`src/rtl/vga_timing_pkg.sv`:
```
// Purpose: shared constants and types for the VGA raster timing generator.
//          Holds the 640x480@60 default geometry, derived totals and sync
//          windows, polarity encodings and the control-output payload type.
// Ports:   none (package).
package vga_timing_pkg;

    // Default 640x480@60 geometry (pixels / lines).
    localparam int unsigned DEF_H_ACTIVE = 640;
    localparam int unsigned DEF_H_FP     = 16;
    localparam int unsigned DEF_H_SYNC   = 96;
    localparam int unsigned DEF_H_BP     = 48;
    localparam int unsigned DEF_V_ACTIVE = 480;
    localparam int unsigned DEF_V_FP     = 10;
    localparam int unsigned DEF_V_SYNC   = 2;
    localparam int unsigned DEF_V_BP     = 33;
    localparam int unsigned DEF_CW       = 10;

    // Sync polarity encodings: the value is the active level of the pin.
    localparam bit POL_ACTIVE_LOW  = 1'b0;
    localparam bit POL_ACTIVE_HIGH = 1'b1;
    localparam bit DEF_HS_POL      = POL_ACTIVE_LOW;
    localparam bit DEF_VS_POL      = POL_ACTIVE_LOW;

    // Total period of one axis from its four segments.
    function automatic int unsigned axis_total(input int unsigned active,
                                               input int unsigned fp,
                                               input int unsigned sync,
                                               input int unsigned bp);
        return active + fp + sync + bp;
    endfunction

    // Derived defaults: 800 clocks per line, 525 lines per frame.
    localparam int unsigned DEF_H_TOTAL    = axis_total(DEF_H_ACTIVE, DEF_H_FP, DEF_H_SYNC, DEF_H_BP);
    localparam int unsigned DEF_V_TOTAL    = axis_total(DEF_V_ACTIVE, DEF_V_FP, DEF_V_SYNC, DEF_V_BP);
    localparam int unsigned DEF_HS_START   = DEF_H_ACTIVE + DEF_H_FP;
    localparam int unsigned DEF_HS_END     = DEF_HS_START + DEF_H_SYNC;
    localparam int unsigned DEF_VS_START   = DEF_V_ACTIVE + DEF_V_FP;
    localparam int unsigned DEF_VS_END     = DEF_VS_START + DEF_V_SYNC;
    localparam int unsigned DEF_FRAME_CLKS = DEF_H_TOTAL * DEF_V_TOTAL;

    // Per-pixel control payload towards the pixel source and the DAC/pin stage.
    typedef struct packed {
        logic hsync;
        logic vsync;
        logic de;
        logic line_start;
        logic frame_start;
    } vga_ctrl_t;

endpackage

```
`src/rtl/vga_timing_gen_lock_sync.sv`:
```
// Purpose: two-flop synchroniser for a slow asynchronous status flag
//          (e.g. a PLL lock indication) into the clk domain.
// Ports:   clk     - destination clock
//          rst_n   - asynchronous active-low reset, both flops clear to 0
//          async_i - asynchronous level input
//          sync_o  - synchronised level, second flop output
module lock_sync (
    input  logic clk,
    input  logic rst_n,
    input  logic async_i,
    output logic sync_o
);

    logic meta_q;
    logic sync_q;

    // First flop may go metastable; second flop gives it a full cycle to settle.
    always_ff @(posedge clk or negedge rst_n) begin
        if (!rst_n) begin
            meta_q <= 1'b0;
            sync_q <= 1'b0;
        end else begin
            meta_q <= async_i;
            sync_q <= meta_q;
        end
    end

    assign sync_o = sync_q;

endmodule

```
`src/rtl/vga_timing_gen.sv`:
```
// Purpose: raster timing generator (default 640x480@60) running on the pixel
//          clock. Counting is gated by a synchronised PLL lock flag and
//          restarts from frame origin whenever lock returns.
// Ports:   clk         - pixel clock
//          rst         - asynchronous active-low reset
//          pll_locked  - PLL lock flag, asynchronous to clk
//          hsync/vsync - sync pulses, active level set by HS_POL / VS_POL
//          de          - active-video enable
//          x, y        - pixel coordinates while de=1, otherwise 0
//          line_start  - one-clock pulse on the first pixel of each active line
//          frame_start - one-clock pulse on pixel (0,0)
module vga_timing_gen
    import vga_timing_pkg::*;
#(
    parameter int unsigned H_ACTIVE = DEF_H_ACTIVE,
    parameter int unsigned H_FP     = DEF_H_FP,
    parameter int unsigned H_SYNC   = DEF_H_SYNC,
    parameter int unsigned H_BP     = DEF_H_BP,
    parameter int unsigned V_ACTIVE = DEF_V_ACTIVE,
    parameter int unsigned V_FP     = DEF_V_FP,
    parameter int unsigned V_SYNC   = DEF_V_SYNC,
    parameter int unsigned V_BP     = DEF_V_BP,
    parameter bit          HS_POL   = DEF_HS_POL,
    parameter bit          VS_POL   = DEF_VS_POL,
    parameter int unsigned CW       = DEF_CW
) (
    input  logic          clk,
    input  logic          rst,
    input  logic          pll_locked,
    output logic          hsync,
    output logic          vsync,
    output logic          de,
    output logic [CW-1:0] x,
    output logic [CW-1:0] y,
    output logic          line_start,
    output logic          frame_start
);

    localparam int unsigned H_TOTAL  = axis_total(H_ACTIVE, H_FP, H_SYNC, H_BP);
    localparam int unsigned V_TOTAL  = axis_total(V_ACTIVE, V_FP, V_SYNC, V_BP);
    localparam int unsigned HS_START = H_ACTIVE + H_FP;
    localparam int unsigned HS_END   = HS_START + H_SYNC;
    localparam int unsigned VS_START = V_ACTIVE + V_FP;
    localparam int unsigned VS_END   = VS_START + V_SYNC;

    // Everything inactive: the reset value and the output while not running.
    localparam vga_ctrl_t CTRL_IDLE = '{
        hsync:       ~HS_POL,
        vsync:       ~VS_POL,
        de:          1'b0,
        line_start:  1'b0,
        frame_start: 1'b0
    };

    // Counters must be able to hold TOTAL-1.
    if (H_TOTAL > (2 ** CW)) begin : g_h_width_check
        $error("vga_timing_gen: H_TOTAL does not fit in CW bits");
    end
    if (V_TOTAL > (2 ** CW)) begin : g_v_width_check
        $error("vga_timing_gen: V_TOTAL does not fit in CW bits");
    end
    if (H_ACTIVE == 0 || V_ACTIVE == 0) begin : g_active_check
        $error("vga_timing_gen: active area must be non-empty");
    end

    logic          run;
    logic [CW-1:0] h_cnt_q, h_cnt_d;
    logic [CW-1:0] v_cnt_q, v_cnt_d;
    logic          h_last, v_last;
    logic [31:0]   h_pos, v_pos;
    logic          h_act, v_act, hs_win, vs_win;
    vga_ctrl_t     ctrl_q, ctrl_d;
    logic [CW-1:0] x_q, x_d;
    logic [CW-1:0] y_q, y_d;

    // Lock flag into the pixel-clock domain; run is its second flop.
    lock_sync u_lock_sync (
        .clk     (clk),
        .rst_n   (rst),
        .async_i (pll_locked),
        .sync_o  (run)
    );

    assign h_last = (h_cnt_q == CW'(H_TOTAL - 1));
    assign v_last = (v_cnt_q == CW'(V_TOTAL - 1));

    // Raster counters; held at origin while not running so relock starts a fresh frame.
    always_comb begin
        h_cnt_d = '0;
        v_cnt_d = '0;
        if (run) begin
            h_cnt_d = h_last ? '0 : h_cnt_q + CW'(1);
            v_cnt_d = v_cnt_q;
            if (h_last) begin
                v_cnt_d = v_last ? '0 : v_cnt_q + CW'(1);
            end
        end
    end

    // Window decode; compared in 32 bits so a window ending exactly at 2^CW still works.
    always_comb begin
        h_pos  = 32'(h_cnt_q);
        v_pos  = 32'(v_cnt_q);
        h_act  = (h_pos < H_ACTIVE);
        v_act  = (v_pos < V_ACTIVE);
        hs_win = (h_pos >= HS_START) && (h_pos < HS_END);
        vs_win = (v_pos >= VS_START) && (v_pos < VS_END);
    end

    // Next output values from the current counter state (one clock of latency).
    always_comb begin
        ctrl_d = CTRL_IDLE;
        x_d    = '0;
        y_d    = '0;
        if (run) begin
            ctrl_d.de          = h_act && v_act;
            ctrl_d.hsync       = hs_win ? HS_POL : ~HS_POL;
            ctrl_d.vsync       = vs_win ? VS_POL : ~VS_POL;
            ctrl_d.line_start  = (h_cnt_q == '0) && v_act;
            ctrl_d.frame_start = (h_cnt_q == '0) && (v_cnt_q == '0);
            if (h_act && v_act) begin
                x_d = h_cnt_q;
                y_d = v_cnt_q;
            end
        end
    end

    always_ff @(posedge clk or negedge rst) begin
        if (!rst) begin
            h_cnt_q <= '0;
            v_cnt_q <= '0;
            ctrl_q  <= CTRL_IDLE;
            x_q     <= '0;
            y_q     <= '0;
        end else begin
            h_cnt_q <= h_cnt_d;
            v_cnt_q <= v_cnt_d;
            ctrl_q  <= ctrl_d;
            x_q     <= x_d;
            y_q     <= y_d;
        end
    end

    assign hsync       = ctrl_q.hsync;
    assign vsync       = ctrl_q.vsync;
    assign de          = ctrl_q.de;
    assign line_start  = ctrl_q.line_start;
    assign frame_start = ctrl_q.frame_start;
    assign x           = x_q;
    assign y           = y_q;

endmodule

```
`config.mk`:
```
export PLATFORM = sky130hd
export DESIGN_NAME = vga_timing_gen
export DESIGN_NICKNAME = d
export VERILOG_FILES = /design/src/rtl/vga_timing_pkg.sv /design/src/rtl/vga_timing_gen_lock_sync.sv /design/src/rtl/vga_timing_gen.sv
export SDC_FILE = /design/constraint.sdc
export NUM_CORES = 1
export LEC_CHECK = 0
export BUFFER_PORTS_ARGS = -buffer_cell sky130_fd_sc_hd__buf_4
export CORE_UTILIZATION = 50
export CTS_BUF_LIST = sky130_fd_sc_hd__clkbuf_2 sky130_fd_sc_hd__clkbuf_4 sky130_fd_sc_hd__clkbuf_8
export CTS_CLUSTER_SIZE = 30
export DETAILED_ROUTE_END_ITERATION = 10
export PLACE_DENSITY = 0.78
export SYNTH_ARGS = -nofsm -noshare
export SYNTH_HDL_FRONTEND = slang
export SYNTH_SLANG_ARGS = --single-unit
export TNS_END_PERCENT = 30
```
`constraint.sdc`:
```
create_clock -name clk -period 2.09 [get_ports clk]
set_input_delay 0.418 -clock clk [delete_from_list [all_inputs] [get_ports clk]]
set_output_delay 0.418 -clock clk [all_outputs]
set_load 0.05 [all_outputs]
```
After elaboration in Yosys (flattened, before gate mapping)
Index checks and enable logic that the tools add are counted.

cells by class
  multiplexer cells = 12
  reduce and logical (&&, ||, !) cells = 7
  equal/unequal tests = 3
  order comparisons = 6
  add/sub/neg operators = 2

operators with widths
  kind                                                                 count
  2-to-1 mux 10 bit                                                    9
  adder 10 x 1 -> 10 bit (second input constant)                       2
  == test 10 bit (second input constant)                               2
  zero test 10 bit                                                     2
  < comparator 10 bit (second input constant)                          2
  < comparator 10 x 9 -> 1 bit (second input constant)                 2
  greater-or-equal comparator 10 bit (second input constant)           1
  greater-or-equal comparator 10 x 9 -> 1 bit (second input constant)  1
  logical AND 1 bit                                                    5
  2-to-1 mux 5 bit                                                     1
  2-to-1 mux 1 bit                                                     2
  inequality test 2 bit (second input constant)                        1

word-level totals
  bits in registers = 47

Logic depth before layout (Yosys ltp)
Gate-level depths: netlist of run 1.

  word-level depth = 4
  mapped depth = 6
  gate-level depth less buffers = 5

Modules after synthesis
From an unflattened synthesis of run 1, not the netlist that was laid out.

second synthesis, totals
  cell total of the unflattened synthesis = 183
  area total of the unflattened synthesis = 2025.7 µm²

by module, submodules not included
  module          instances  sequential area each (µm²)  area an instance (µm²)  cells an instance
  vga_timing_gen  1          1128.6                      1975.6                  181
  lock_sync       1          50.0                        50.0                    2

Worst setup path before layout of run 1
Ideal clock, no wire load.

  path kind = register to register
  start = register h_cnt_q[0]
  end = register v_cnt_q[8]
  cell stages (with the launch flop) = 6
  setup time = 0.076 ns
  clock period less this slack = 1.830 ns
  arrival = 1.754 ns
  path slack = 0.260 ns
  data required time = 2.014 ns
  path through = dfrtp_1 > ha_1 > nand4_2 > or3_4 > or4_1 > o21ai_1

on the way
  cells in the longest elaborated chain, start to end = 2

RTL lines
  what                             line                   text
  start, declared                  vga_timing_gen.sv:67   logic [CW-1:0] h_cnt_q, h_cnt_d;
  start signal, assigned           vga_timing_gen.sv:136  h_cnt_q <= h_cnt_d;
  == test 10 bit                   vga_timing_gen.sv:84   assign h_last = (h_cnt_q == CW'(H_TOTAL - 1));
  inequality test 2 bit (no line)  --
  end signal, assigned             vga_timing_gen.sv:137  v_cnt_q <= v_cnt_d;
  end, declared                    vga_timing_gen.sv:68   logic [CW-1:0] v_cnt_q, v_cnt_d;

No other way between the ends.
A chain may end at the register's enable or synchronous reset.

Worst setup path after layout of run 1
  start = register h_cnt_q[1]
  end = register v_cnt_q[8]

Same word-level chain as after synthesis.

==> reports/qor.csv, run 1 <==
metric;value;unit
status;finished clean;
Synth Area per Inst;11.4;um2
# setup viols final;0;
grt ovf;0;
filler instances;294;
Period minus WS final;2040;ps
Mapped Cells;174;
routability cong.;0.891;
max_slew headroom;62.0;%
Clk pwr share;39.3;%
Pleak;1.17;nW
slowest cell on the critical path;or4_1;
Fmax;490;MHz
Post-synth EDFFs;0;
Die W;65.1;um
PD cells;721;nW/um2
P&R area growth vs syn;20.7;%
remaining antenna violation count;0;
hpwl dp;2660;um
Max Cap Viol;0;
full die area;4240;um2
H-tree depth;2;
layout cells sized above 1;26.7;%
n_diodes;0;
critical path type;reg -> reg;
YS warnings;0;
vias in the first global route;1355;
Slew Viols, Final;0;
cell taking the most area after synthesis;dfrtp_1;
post-route setup slack;47.4;ps
Port Buffers;27;
top cells by count, synth;dfrtp_1 (45), and2_1 (18), nor2_1 (13);
Worst path max stage delay;520;ps
worst-path cell chain;ha_2 > nand4_4 > or3_4 > or4_1 > o21ai_1;
Worst-Margin Slew;570;ps
FF+latch count, synth;47;
DRC Markers;0;
# clock sinks;47;
via count;1477;
GRT Total Usage;21.2;%
Sw Share;22.4;%
CTS tree;built;
initial antenna violation count;0;
router iterations before antenna repair;4;
Reg power frac;54.1;%
Ports;28;
post-synthesis sequential area ratio;59.2;%
fin util;64.2;%
worst skew pair latency;300;ps
Mapped Area;1990;um2
Layout Nets;216;
WP data required;2320;ps
syn_nets;181;
largest net degree at the start of global routing;48;
ys async rst share;100;%
core area;3740;um2
CTS max path bufs;2;
critical path data arrival time;2270;ps
global-route wire length before repair;6620;um
Rows;22;
Cell Int Power;1.34;mW
vias per cell;5.72;
crit share post-route;97.7;%
Initial Utilization;53.2;%
Synth Flop Type;dfrtp_1;
CP Max Fanout;6;
post-DR wirelength/cell;15.9;um
Comb power frac;6.6;%
most common cell in the synthesized netlist;dfrtp_1;
pre-CTS setup slack;24.0;ps
top-area cell type share of the netlist area;56.6;%
worst IR drop on VDD;0.588;mV
switching power;388;uW
Die Y;65.1;um
Root Driver;clkbuf_8;
crit start category;flip-flop;
Overall Power;1.73;mW
Num CTS Buffers;5;
number of library cell types mapped by synthesis;45;
CP Capture Type;flip-flop;
Synth area leaders;dfrtp_1 (57%), and2_1 (5.7%), dfstp_2 (2.6%);
final hold violations;0;
Initial DRC Count;118;
clk_skew;7.85;ps
HP Class;in -> async;
DRT Wirelength;4090;um
clk slew on worst S/H paths;90;ps
==> per-stage QoR <==
step                      cell area [um2]  hold WS, ps  TNS (ps)  instances
after detailed placement             2240          346         0        246
after floorplan                      1990          122         0        174
after global placement               2240          333         0        246
final                                2400          110         0        258
after global routing                 2400          157     -71.1        258
after CTS                            2360          135         0        254
==> final timing paths <==
check	start	endpoint	slack, ps	cells after the start
max	h_cnt_q[1]	v_cnt_q[8]	50	5
min	rst	v_cnt_q[8]	110	1
max reg2reg	h_cnt_q[1]	v_cnt_q[8]	50	5
min reg2reg	u_lock_sync.meta_q	u_lock_sync.sync_o	360	0
max in group asynchronous	rst	h_cnt_q[0]	1560	1
min in group clk	pll_locked	u_lock_sync.meta_q	220	1
==> area by class of cell <==
cell class,instances,area [um2],area share (%)
sequential,47,1180,49.1
multi-input combinational,115,771,32.1
timing repair buffer,33,248,10.3
clock buffer,6,82.6,3.44
tap,48,60.1,2.50
clock inverter,2,35.0,1.46
inverter,7,26.3,1.09
==> power by group through the flow <==
stage / Sequential (mW) / Clock (mW) / Combinational, mW
floorplan: 0.983 / 0 / 0.0292
global placement: 0.952 / 0 / 0.107
detailed placement: 0.954 / 0 / 0.110
CTS: 0.936 / 0.685 / 0.111
global route: 0.940 / 0.723 / 0.125
finish: 0.938 / 0.681 / 0.114
==> worst max-delay path: cells and delay by family (launching register included) <==
family	cells	cell delay, ps
AO/OA/AOI/OAI	1	150
flip-flops	1	430
AND/OR/NAND/NOR	3	1130
adder cells (fa/ha/maj)	1	270
==> layer usage <==
metal  share of wire [%]  track usage [%]
met3                 6.1             5.21
met2                  49             32.9
met4                 3.6             11.1
met5                   0                0
met1                  41             27.4
==> registers in the layout, summed over array words and instances, names as in the netlist <==
signal,flops
de,1
frame_start,1
h_cnt_q,10
hsync,1
line_start,1
u_lock_sync.meta_q,1
u_lock_sync.sync_o,1
v_cnt_q,10
vsync,1
x,10
y,10
==> cell families (layout without fill, tap and decap cells) <==
group,after synthesis,after routing,share of synthesized area (%)
multiplexers,2,2,1.01
buffers and inverters,13,48,3.02
adder cells (fa/ha/maj),4,4,2.51
other,1,1,0.188
AO/OA/AOI/OAI,20,20,6.85
flip-flops,47,47,59.2
XOR/XNOR,8,8,3.52
AND/OR/NAND/NOR,79,80,23.7
==> cell usage in the layout (no fill, tap or decap), drive strengths merged, types with 2 or more instances in the layout <==
| master | synthesis | routed |
|---|---|---|
| or4 | 3 | 3 |
| o2bb2ai | 2 | 2 |
| xnor2 | 4 | 4 |
| o31ai | 3 | 3 |
| nor2 | 13 | 13 |
| and3 | 5 | 5 |
| clkbuf | 2 | 6 |
| nand2 | 6 | 6 |
| buf | 4 | 33 |
| dfstp | 2 | 2 |
| xor2 | 4 | 4 |
| o21ai | 6 | 6 |
| inv | 7 | 7 |
| mux2i | 2 | 2 |
| dfrtp | 45 | 45 |
| a21oi | 4 | 4 |
| nor2b | 3 | 3 |
| nand3 | 6 | 6 |
| or3 | 3 | 4 |
| nor4 | 2 | 2 |
| and2 | 19 | 19 |
| ha | 4 | 4 |
| nor3 | 2 | 2 |
| o211ai | 2 | 2 |
| or2 | 4 | 4 |
| nand2b | 3 | 3 |
| nand4 | 5 | 5 |
==> repair_timing <==
| item | 4_1_cts | 5_1_grt |
|---|---|---|
| setup endpoints to repair | 0 | 4 |
| hold buffers | 0 | 0 |
| hold endpoints to repair | 0 | 0 |
| resized for setup | 0 | 3 |
| setup buffers | 0 | 3 |
No activity file was read; power rests on OpenSTA's default activity.
==> run 2: changes to the inputs <==
CORE_UTILIZATION = 34   (was 50)
PLACE_DENSITY = 0.59   (was 0.78)
==> reports/qor.csv, run 2 (synthesis gave the netlist of run 1 again) <==
metric;value;unit;change
Clk pwr share;39.6;%;+0.3 points
Worst-Margin Slew;571;ps;+1.06 ps
routability cong.;0.783;;-12%
clk_skew;8.01;ps;+0.157 ps
CP Capture Type;flip-flop;;
# setup viols final;0;;unchanged
Initial Utilization;35.7;%;-17 points
setup TNS;0;ps;unchanged
vias per cell;4.88;;-15%
switching power;388;uW;+0.13%
post-DR wirelength/cell;13.1;um;-17%
final hold violations;0;;unchanged
DRC Markers;0;;unchanged
# clock sinks;47;;unchanged
CTS max path bufs;2;;unchanged
Root Driver;clkbuf_8;;
Cell Int Power;1.34;mW;-0.17%
buffer and inverter count on the worst path;0;;unchanged
max_slew headroom;61.9;%;-0.071 points
filler instances;558;;+90%
Die Y;78.5;um;+21%
commonest non-fill, non-tap cell in the layout;dfrtp_1;;
HP Class;in -> async;;
placed instance count;271;;+10%
Num CTS Buffers;5;;unchanged
Port Buffers;27;;unchanged
Rows;27;;+23%
post-route setup slack;115;ps;+67.2 ps
full die area;6160;um2;+45%
layout cells sized above 1;25.5;%;-1.2 points
global-route wire length before repair;6220;um;-6.0%
core area;5570;um2;+49%
Max Cap Viol;0;;unchanged
Comb power frac;6.4;%;-0.2 points
n_diodes;0;;unchanged
via count;1365;;-7.6%
DRT Wirelength;3680;um;-10%
P&R area growth vs syn;20.9;%;
Initial DRC Count;103;;-13%
vias in the first global route;1250;;-7.7%
Min Hold Slack;108;ps;-1.63 ps
Ports;28;;unchanged
grt ovf;0;;unchanged
worst IR drop on VDD;0.385;mV;-35%
pre-CTS setup slack;151;ps;+127 ps
Fmax;506;MHz;+3.4%
Overall Power;1.73;mW;-0.10%
dpl cell area;2280;um2;+1.7%
WP data required;2320;ps;about the same
CP Max Fanout;13;;+7
largest net degree at the start of global routing;48;;unchanged
GRT Total Usage;13.3;%;-7.9 points
critical path type;reg -> reg;;
CP top delay family;simple AND/OR/NAND/NOR gates;;
H-tree depth;2;;unchanged
Die W;78.5;um;+21%
Finished Layout Cells;280;;+8.5%
Reg power frac;54.1;%;about the same
crit start category;flip-flop;;
Slew Viols, Final;0;;unchanged
worst-path cell chain;ha_2 > nand4_2 > or3_4 > or4_1 > o21ai_1;;
Layout Nets;214;;-0.93%
Worst path max stage delay;530;ps;about the same
cts hold-fix bufs;0;;unchanged
hpwl dp;2370;um;-11%
worst skew pair latency;300;ps;about the same
Period minus WS final;1980;ps;-67.2 ps
CTS tree;built;;
Pleak;1.16;nW;-0.77%
clk slew on worst S/H paths;90;ps;about the same
critical path data arrival time;2200;ps;-70 ps
Sw Share;22.4;%;+0.052 points
status;finished clean;;
post-route cell area;2410;um2;+0.21%
remaining antenna violation count;0;;unchanged
commonest non-fill, non-tap cells in the layout;dfrtp_1 (45), buf_4 (32), and2_1 (18);;
fin util;43.2;%;-21 points
slowest cell on the critical path;or4_1;;
initial antenna violation count;0;;unchanged
crit share post-route;94.5;%;-3.2 points
router iterations before antenna repair;4;;unchanged
PD cells;719;nW/um2;-0.31%
==> run 2: power groups by stage <==
stage | registers (mW) | clock network (mW) | logic [mW]
global placement | 0.953 | 0 | 0.109
global route | 0.938 | 0.748 | 0.122
finish | 0.936 | 0.685 | 0.110
floorplan | 0.983 | 0 | 0.0292
CTS | 0.936 | 0.709 | 0.110
detailed placement | 0.954 | 0 | 0.110
==> run 2: worst paths after layout <==
check	start	end	slack, ps	cells past startpoint
min in group clk	pll_locked	u_lock_sync.meta_q	220	1
setup reg to reg	h_cnt_q[1]	v_cnt_q[8]	110	5
hold / removal	rst	x[1]	110	1
hold reg to reg	u_lock_sync.meta_q	u_lock_sync.sync_o	360	0
setup / recovery	h_cnt_q[1]	v_cnt_q[8]	110	5
max in group asynchronous	rst	hsync	1590	1
==> run 2: final cells by class <==
class / count / area (um2) / share of cell area, %
clock buffers: 6 / 82.6 / 3.43
clock inverters: 2 / 35.0 / 1.46
inverters: 7 / 26.3 / 1.09
multi-input cells: 114 / 754 / 31.3
flip-flops and latches: 47 / 1180 / 49.0
well taps: 72 / 90.1 / 3.74
repair buffers: 32 / 240 / 9.98
==> run 2: metal layers <==
layer	vias up	global-route usage (%)	part of all wire, %
li1	657	-	-
met1	674	19.1	49
met2	26	18.6	46
met3	8	2.44	2.9
met4	0	7.22	2.3
met5	-	0	0
==> run 2: timing repair <==
action                                  4_1_cts  5_1_grt
buffers inserted                              0        1
endpoints found under the setup margin        0        1
resized for setup                             0        1
endpoints found under the hold margin         0        0
==> run 3: changes to the inputs <==
PLACE_DENSITY = 0.51   (was 0.59)
==> reports/qor.csv, run 3 (synthesis gave the netlist of run 1 again) <==
metric;value;unit;change
# setup viols final;0;;unchanged
router iterations before antenna repair;4;;unchanged
commonest non-fill, non-tap cells in the layout;dfrtp_1 (44), buf_4 (34), and2_1 (18);;
slowest cell on the critical path;or4_1;;
Finished Layout Cells;282;;+0.71%
Worst-Margin Slew;574;ps;+3.10 ps
crit share post-route;92.4;%;-2.1 points
routability cong.;0.814;;+4.0%
filler instances;517;;-7.3%
CTS max path bufs;2;;unchanged
CP Max Fanout;13;;unchanged
Rows;27;;unchanged
Port Buffers;27;;unchanged
commonest non-fill, non-tap cell in the layout;dfrtp_1;;
cts hold-fix bufs;0;;unchanged
crit start category;flip-flop;;
Root Driver;clkbuf_8;;
Layout Nets;216;;+0.93%
global-route wire length before repair;6290;um;+1.0%
n_diodes;0;;unchanged
clk slew on worst S/H paths;80;ps;about the same
# clock sinks;47;;unchanged
multi-input logic area;752;um2;-0.33%
DRT Wirelength;3660;um;-0.57%
WP data required;2310;ps;about the same
via count;1323;;-3.1%
buffer count from post-CTS setup fixing;0;;unchanged
core area;5570;um2;unchanged
critical path data arrival time;2150;ps;-50 ps
DRC Markers;0;;unchanged
Reg area;1180;um2;+0.11%
Slew Viols, Final;0;;unchanged
setup TNS;0;ps;unchanged
Initial Utilization;35.7;%;unchanged
Worst path max stage delay;510;ps;-20 ps
dpl cell area;2300;um2;+0.99%
HP Class;in -> async;;
post-DR wirelength/cell;13.0;um;-1.3%
Initial DRC Count;68;;-34%
H-tree depth;2;;unchanged
P&R area growth vs syn;22.6;%;
vias per cell;4.69;;-3.8%
Pleak;1.18;nW;+1.7%
Num CTS Buffers;5;;unchanged
grt ovf;0;;unchanged
Post-CTS Resized;0;;unchanged
Max Cap Viol;0;;unchanged
clk_skew;2.04;ps;-5.97 ps
largest net degree at the start of global routing;48;;unchanged
status;finished clean;;
post-route cell area;2440;um2;+1.4%
full die area;6160;um2;unchanged
layout cells sized above 1;26.2;%;+0.71 points
remaining antenna violation count;0;;unchanged
final hold violations;0;;unchanged
initial antenna violation count;0;;unchanged
PD cells;745;nW/um2;+3.6%
critical path type;reg -> reg;;
Period minus WS final;1930;ps;-44.0 ps
max_slew headroom;61.7;%;-0.21 points
worst IR drop on VDD;0.276;mV;-28%
pre-CTS setup slack;117;ps;-34.7 ps
Ports;28;;unchanged
Die W;78.5;um;unchanged
hpwl dp;2560;um;+8.2%
Fmax;518;MHz;+2.3%
post-route setup slack;158;ps;+44.0 ps
RSZ-0062 raised after global routing;false;;
CP Capture Type;flip-flop;;
worst-path cell chain;ha_1 > nand4_2 > or3_4 > or4_1 > o21ai_1;;
worst skew pair latency;290;ps;about the same
vias in the first global route;1279;;+2.3%
GRT Total Usage;13.3;%;-0.018 points
placed instance count;274;;+1.1%
CTS tree;built;;
Die Y;78.5;um;unchanged
run 3: stage by stage:
step	total power, mW	hold slack (ps)	utilization, %
final	1.82	118	43.8
after global routing	1.90	154	43.8
after CTS	1.85	137	43.7
after detailed placement	1.06	343	41.3
after global placement	1.06	332	41.3
after floorplan	1.01	122	-
run 3: cell type report:
cell class	instances	share of cell area (%)
multi-input combinational	114	30.8
sequential	47	48.4
timing repair buffer	34	10.5
inverter	7	1.08
tap	72	3.69
clock buffer	6	3.13
clock inverter	2	2.46
run 3: critical path, delay by kind of cell, from the launching register on:
kind / cells / cell delay (ps)
compound gates: 1 / 120
flops: 1 / 400
fa+ha+maj: 1 / 230
simple gates: 3 / 1100
run 3: path summary, 6_finish.rpt:
| check | startpoint | slack [ps] | to | depth (start not counted) |
|---|---|---|---|---|
| min reg2reg | u_lock_sync.meta_q | 360 | u_lock_sync.sync_o | 0 |
| min | rst | 120 | y[2] | 1 |
| max in group asynchronous | rst | 1550 | h_cnt_q[0] | 1 |
| max reg2reg | h_cnt_q[0] | 160 | v_cnt_q[8] | 5 |
| max | h_cnt_q[0] | 160 | v_cnt_q[8] | 5 |
| min in group clk | pll_locked | 230 | u_lock_sync.meta_q | 1 |
run 3: routing by layer:
layer  share of wire [%]  wire (um)  track usage [%]  vias up
li1                    -          -                -      661
met3                 4.4        162             3.37        8
met4                 2.1         78             6.11        0
met5                   0          0                0        -
met2                  45       1660             19.8       36
met1                  48       1750             17.9      618
run 3: power by group:
group | internal (mW) | switching [mW]
combinational | 0.0299 | 0.0768
clock | 0.491 | 0.284
sequential | 0.924 | 0.0117
total | 1.44 | 0.372
